## config.mk

```make
export PLATFORM = sky130hd
export DESIGN_NAME = xor_serial_arbiter
export DESIGN_NICKNAME = d
export VERILOG_FILES = /design/src/rtl/xor_serial_arbiter.sv
export SDC_FILE = /design/constraint.sdc
export NUM_CORES = 1
export LEC_CHECK = 0
export ABC_AREA = 0
export CAP_MARGIN = 0
export CORE_MARGIN = 4
export CORE_UTILIZATION = 45
export DETAILED_ROUTE_END_ITERATION = 7
export PLACE_DENSITY = 0.78
export SLEW_MARGIN = 5
export SYNTH_ARGS = -nofsm -noshare
export SYNTH_HDL_FRONTEND = slang
export SYNTH_SLANG_ARGS = --single-unit
```

## constraint.sdc

```tcl
create_clock -name clk -period 2 [get_ports clk]
set_input_delay 0.4 -clock clk [delete_from_list [all_inputs] [get_ports clk]]
set_output_delay 0.4 -clock clk [all_outputs]
set_load 0.02 [all_outputs]
```

## src/rtl/xor_serial_arbiter.sv

```systemverilog
// Round-robin arbiter that time-shares one external single-bit XOR cell between two
// requesters, streaming each operand pair through it LSB first and returning word plus parity.
module xor_serial_arbiter #(
    parameter int WIDTH = 8
) (
    input  logic             clk,
    input  logic             rst_n,
    input  logic             req0_valid,
    output logic             req0_ready,
    input  logic [WIDTH-1:0] req0_a,
    input  logic [WIDTH-1:0] req0_b,
    input  logic             req1_valid,
    output logic             req1_ready,
    input  logic [WIDTH-1:0] req1_a,
    input  logic [WIDTH-1:0] req1_b,
    output logic             xor_a,
    output logic             xor_b,
    input  logic             xor_y,
    output logic             rsp_valid,
    input  logic             rsp_ready,
    output logic [WIDTH-1:0] rsp_y,
    output logic             rsp_parity,
    output logic             rsp_id,
    output logic             busy
);

    localparam int CW = (WIDTH > 1) ? $clog2(WIDTH) : 1;
    localparam logic [CW-1:0] LAST = CW'(WIDTH - 1);

    typedef enum logic [1:0] {
        IDLE = 2'd0,
        RUN  = 2'd1,
        DONE = 2'd2
    } state_t;

    state_t           state_r;
    state_t           state_s;
    logic             rr_r;
    logic             id_r;
    logic             parity_r;
    logic [CW-1:0]    cnt_r;
    logic [WIDTH-1:0] op_a_r;
    logic [WIDTH-1:0] op_b_r;
    logic [WIDTH-1:0] result_r;
    logic             grant_s;
    logic             accept_s;

    function automatic logic parity_step(input logic acc, input logic bit_in);
        return acc ^ bit_in;
    endfunction

    // Next-state, grant selection, request handshake and shared-cell drive
    always_comb begin
        state_s    = state_r;
        grant_s    = 1'b0;
        accept_s   = 1'b0;
        req0_ready = 1'b0;
        req1_ready = 1'b0;
        xor_a      = 1'b0;
        xor_b      = 1'b0;
        case (state_r)
            IDLE: begin
                if (req0_valid && req1_valid) begin
                    grant_s = rr_r;
                end else begin
                    grant_s = req1_valid;
                end
                if (req0_valid || req1_valid) begin
                    accept_s   = 1'b1;
                    req0_ready = ~grant_s;
                    req1_ready = grant_s;
                    state_s    = RUN;
                end else begin
                    state_s = IDLE;
                end
            end
            RUN: begin
                xor_a = op_a_r[cnt_r];
                xor_b = op_b_r[cnt_r];
                if (cnt_r == LAST) begin
                    state_s = DONE;
                end else begin
                    state_s = RUN;
                end
            end
            DONE: begin
                if (rsp_ready) begin
                    state_s = IDLE;
                end else begin
                    state_s = DONE;
                end
            end
            default: state_s = IDLE;
        endcase
    end

    // State, operand capture, bit-serial result collection and priority pointer
    always_ff @(posedge clk or negedge rst_n) begin
        if (!rst_n) begin
            state_r  <= IDLE;
            rr_r     <= 1'b0;
            id_r     <= 1'b0;
            parity_r <= 1'b0;
            cnt_r    <= {CW{1'b0}};
            op_a_r   <= {WIDTH{1'b0}};
            op_b_r   <= {WIDTH{1'b0}};
            result_r <= {WIDTH{1'b0}};
        end else begin
            state_r <= state_s;
            case (state_r)
                IDLE: begin
                    if (accept_s) begin
                        op_a_r   <= grant_s ? req1_a : req0_a;
                        op_b_r   <= grant_s ? req1_b : req0_b;
                        id_r     <= grant_s;
                        result_r <= {WIDTH{1'b0}};
                        parity_r <= 1'b0;
                        cnt_r    <= {CW{1'b0}};
                    end
                end
                RUN: begin
                    // The result bit comes from the external cell, never from an internal XOR
                    result_r[cnt_r] <= xor_y;
                    parity_r        <= parity_step(parity_r, xor_y);
                    cnt_r           <= (cnt_r == LAST) ? {CW{1'b0}} : cnt_r + CW'(1);
                end
                DONE: begin
                    if (rsp_ready) begin
                        rr_r <= ~id_r;
                    end
                end
                default: begin
                    rr_r <= rr_r;
                end
            endcase
        end
    end

    assign rsp_valid  = (state_r == DONE);
    assign rsp_y      = rsp_valid ? result_r : {WIDTH{1'b0}};
    assign rsp_parity = rsp_valid & parity_r;
    assign rsp_id     = rsp_valid & id_r;
    assign busy       = (state_r != IDLE);

endmodule

```

**Yosys cells after proc, flatten, opt, wreduce, memory -nomap -nowiden**

Cells that the tools add are included.

- Output and inout port bits: 16
- Flip-flop bits (word level): 32

- Reductions and logical operators: 9
- Add/subtract/negate cells: 1
- $lt $le $gt $ge: 2
- Bitwise gates (word level): 5
- Mux-type cells: 32
- Equality and inequality tests: 4

Operators by type and width:

| cell | number |
|---|---|
| $mux 8 | 4 |
| $mux 1 | 16 |
| $pmux 8 s2 | 1 |
| $bwmux 8 | 1 |
| $bmux 1 s3 | 2 |
| $mux 3 | 2 |
| $pmux 2 s3 | 1 |
| $pmux 3 s2 | 1 |
| $reduce_and 2->1 | 3 |
| $lt 3x4->1 const B | 1 |
| $mux 2 | 2 |
| $reduce_bool 2->1 | 2 |
| $add 3x1->3 const B | 1 |
| $demux 1 s3 | 1 |
| $eq 3x3->1 const B | 1 |
| $ge 3x1->1 const B | 1 |
| $and 1x1->1 | 2 |
| $eq 2x1->1 const B | 1 |
| $eq 2x2->1 const B | 1 |
| $logic_and 1x1->1 | 2 |
| $logic_not 2->1 | 1 |
| $ne 2x2->1 const B | 1 |
| $not 1->1 | 2 |
| $pmux 1 s2 | 1 |
| 2 further kinds | 2 |

**Longest topological paths before layout**

- Depth in word-level cells: 6
- Depth in mapped cells: 6
- Depth with buffers taken out: 4

**Worst setup path before layout**

Ideal clock, no wire load.

- Kind: register to output
- Start: register cnt_r[0]
- End: output port xor_a
- Setup slack: 0.388 ns
- Arrival time: 1.212 ns
- Buffers on the path: 2
- Stages on the path, launching flop included: 7
- Required time: 1.600 ns
- Cell sequence: dfrtp_1 > buf_6 > buf_2 > nand3_1 > o21ai_0 > nand2_1 > a21oi_1

- Word-level cells in the longest chain between the ends: 3

RTL lines:

| what | line | text |
|---|---|---|
| from (decl) | 41 | `logic [CW-1:0] cnt_r;` |
| from (signal assigned) | 104 | `cnt_r <= {CW{1'b0}};` |
| from (signal assigned) | 118 | `cnt_r <= {CW{1'b0}};` |
| from (signal assigned) | 125 | `cnt_r <= (cnt_r == LAST) ? {CW{1'b0}} : cnt_r + CW'(1);` |
| $bmux 1 s3 | 78 | `xor_a = op_a_r[cnt_r];` |
| $mux 1 (implied by the code) | 78 |  |
| $mux 1 | 61 | `case (state_r)` |
| to (decl) | 16 | `output logic xor_a,` |

No other way between the ends. The select of a mux whose other input is x is not followed.

**Worst setup path after layout**

- Start: register cnt_r[0]
- End: output port xor_b

- Word-level cells in the longest chain between the ends: 3

RTL lines:

| what | line | text |
|---|---|---|
| $bmux 1 s3 | 79 | `xor_b = op_b_r[cnt_r];` |
| $mux 1 (implied by the code) | 79 |  |
| $mux 1 | 61 |  |
| to (decl) | 17 | `output logic xor_b,` |

No other way between the ends. The select of a mux whose other input is x is not followed.

==> metrics <==
status=completed; worst r2r src=state_r[1]$_DFF_PN0_; synthesis-to-layout area growth=42.2%; top-area cell type share of the netlist area=a little under half; ANT nets after route=0; Crit path largest cell delay=between 0.5 and 0.6 ns; combinational share of power=a little under half; Slew headroom=a little over 70%; DR DRC count=0; Avg Cell Area, Syn=about 9.4 µm²; Static Leak=between 1 and 1.5 nW; I/O Pins=between 50 and 60; fin crit share=roughly 100%; clock root buffer=clkbuf_8; first-pass GRT wire length=6510 µm; post-layout min period=roughly 2 ns; cell taking the most area after synthesis=dfrtp_1; critical path startpoint=cnt_r[0]$_DFFE_PN0P_; final wirelength=about 3800 µm; Die Height=roughly 70 µm; number of global-route vias before repair=~1500; pin count of the biggest net entering global routing=34; sequential power share=a little under two fifths; RR Endpoint=result_r[0]$_DFFE_PN0P_; Max Root-Sink Buffers=2; Layout Skew=0.00666 ns; CTS Buf Count=5; via count=roughly 1600; CP Launch Type=register; Hold Crit Class=reg -> reg; Peak VDD IR=just under 0.8 mV; dpl hpwl=a little under 3000 µm; GR Overflow Total=0; CTS tree=done; unrepaired setup endpoints after global routing=true; worst skew pair latency=around 0.27 ns; n_diodes=0; Worst setup EP type=output pin; Final Slew Violations=0; die area=roughly 0.0048 mm²; CP Max Fanout=4; row count=22; Final nets=approximately 280; Slew @ Worst Pin=0.412 ns; required time of the critical path=1.60 ns; crit path cell chain=mux4_2, mux2i_1, nor2_1, buf_2; clock network power share=roughly 16%; initial antenna violation count=0; FF+latch count, synth=32; critical path class=reg -> out; PwrDens=between 1000 and 1500 mW/mm²; CTS clk-pin slew, worst paths=0.07 ns; sw frac=between 30% and 40%; Post-Syn Nets=around 220; GRT Overall Usage=around 16%; GPL Wtd Cong=0.758; TNS Setup=0 ns; Core Area=~0.0037 mm²; post-synthesis cell area=~0.0017 mm²; sequential element share of the synthesized area=approximately 47%; CP Data Arrival Time=around 1.6 ns; R2R depth=4; P_int=1.91 mW; Finish-stage setup viols=0; CP max stage cell=mux4_2; Ys Warns=0; post-route total power=3.11 mW; Fill cells=327; setup bufs post-CTS=0; share of cells above drive strength 1=13.9%; WL/cell=between 10 and 15 µm; DIE WIDTH=just under 70 µm; fmax=around 500 MHz; Max-cap violations=0; clk sinks=32; synth unique cells=31; number of port buffers=53; DR pass1 iterations=4; Fin. Hold Viols=0; synth top area cells=dfrtp_1 47%, mux2i_1 5.9%, nand2_1 5.7%; initial core utilization=~47%; R2R Setup Slk=approximately 0.44 ns; Worst Setup EP=xor_b; DR iter-0 viols=between 100 and 150; drt via density=between 5 and 6; Synth Instances=approximately 180; sw power=roughly 1.2 mW; hold path startpoint=id_r$_DFFE_PN0P_; H-tree depth=2
-- power by group through the flow --
| stage | sequential, mW | clock, mW | combinational [mW] |
|---|---|---|---|
| 6_report | 1.15 | 0.497 | 1.46 |
| 5_1_grt | 1.18 | 0.538 | 1.64 |
| 4_1_cts | 1.15 | 0.511 | 1.45 |
| 3_5_place_dp | 1.16 | 0 | 1.50 |
| 3_3_place_gp | 1.14 | 0 | 1.45 |
| 2_1_floorplan | 1.07 | 0 | 1.04 |
-- cell type report --
type	instances	area, µm²	area share, %
Clock buffer	8	90.1	3.71
Multi-Input combinational cell	134	823	33.9
Sequential cell	32	803	33.0
Timing Repair Buffer	68	643	26.5
Tap cell	48	60.1	2.47
Inverter	3	11.3	0.463
-- how the worst min path moves through the flow --
stage                            end  slack (ns)  cells past startpoint
6_report            rr_r$_DFFE_PN0P_        0.48                      1
5_1_grt        op_a_r[1]$_DFFE_PN0P_        0.51                      2
4_1_cts             rr_r$_DFFE_PN0P_        0.48                      1
3_5_place_dp   op_a_r[2]$_DFFE_PN0P_        0.47                      2
3_3_place_gp   op_b_r[1]$_DFFE_PN0P_        0.46                      2
2_1_floorplan   cnt_r[0]$_DFFE_PN0P_        0.10                      0
-- synthesized netlist by cell type --
cell	n
mux4_2	2
dfrtp_1	32
nor2b_1	1
o21ai_1	10
nand3_1	3
mux2i_1	10
o41ai_1	4
nand2_2	1
buf_6	3
nand3b_1	1
o31ai_1	4
nor3_1	1
o311ai_1	1
o311ai_0	3
and2_1	10
o211ai_1	3
buf_2	10
nor2_4	1
a22o_1	1
a21oi_1	13
and2b_2	1
o21ai_0	14
o21a_1	1
inv_1	3
nor2_1	13
a31oi_1	1
nand2_1	26
nor4_1	1
ha_1	2
and3_1	2
nand2b_1	4
-- state kept, by name, indices dropped and copies added (netlist names) --
| register | count |
|---|---|
| op_a_r | 8 |
| rr_r | 1 |
| cnt_r | 3 |
| state_r | 2 |
| result_r | 8 |
| parity_r | 1 |
| id_r | 1 |
| op_b_r | 8 |
-- placed cells by master, fill, tap and decap left out, drive strengths merged, types with 9 or more instances in the layout --
cell,count
a21oi,13
and2,10
buf,17
clkbuf,9
clkdlybuf4s50,38
dfrtp,32
dlygate4sd2,10
mux2i,10
nand2,27
nor2,14
o21ai,24
-- logic make-up after synthesis --
logic type	share of synthesized area, %
simple gates	18.3
compound gates	19.3
flops	46.9
buf+inv	5.56
mux	8.49
fa+ha+maj	1.46
-- worst max-delay path, delay by kind of cell, from the launching register on --
family / cells / cell delay, ns
multiplexers: 2 / 0.67
flip-flops: 1 / 0.41
buffers and inverters: 1 / 0.17
AND/OR/NAND/NOR: 1 / 0.07
-- per-layer routing --
| metal | GRT usage, % | vias up | part of all wire (%) |
|---|---|---|---|
| met5 | 0 | - | 0 |
| met4 | 3.83 | 0 | 0.42 |
| met3 | 3.62 | 3 | 6.1 |
| met2 | 29.7 | 51 | 50 |
| met1 | 19.3 | 731 | 43 |
| li1 | - | 770 | - |
-- per-stage QoR --
stage,cells,hold slack [ns],setup slack (ns),util [%],instance area (µm²)
5_1_grt,293,0.509,-0.0855,66.4,2430
4_1_cts,293,0.481,-0.0557,66.1,2420
3_5_place_dp,285,0.474,-0.143,64.4,2360
6_report,293,0.478,0.00752,66.4,2430
3_3_place_gp,285,0.462,-0.135,64.4,2360
2_1_floorplan,182,0.104,0.388,-,1710
-- repair_timing --
item / 4_1_cts / 5_1_grt
endpoints found under the setup margin: 15 / 8
hold buffers: 0 / 0
gates resized for setup: 21 / 10
pin swaps: 0 / 1
No activity file was read; power rests on OpenSTA's default activity.
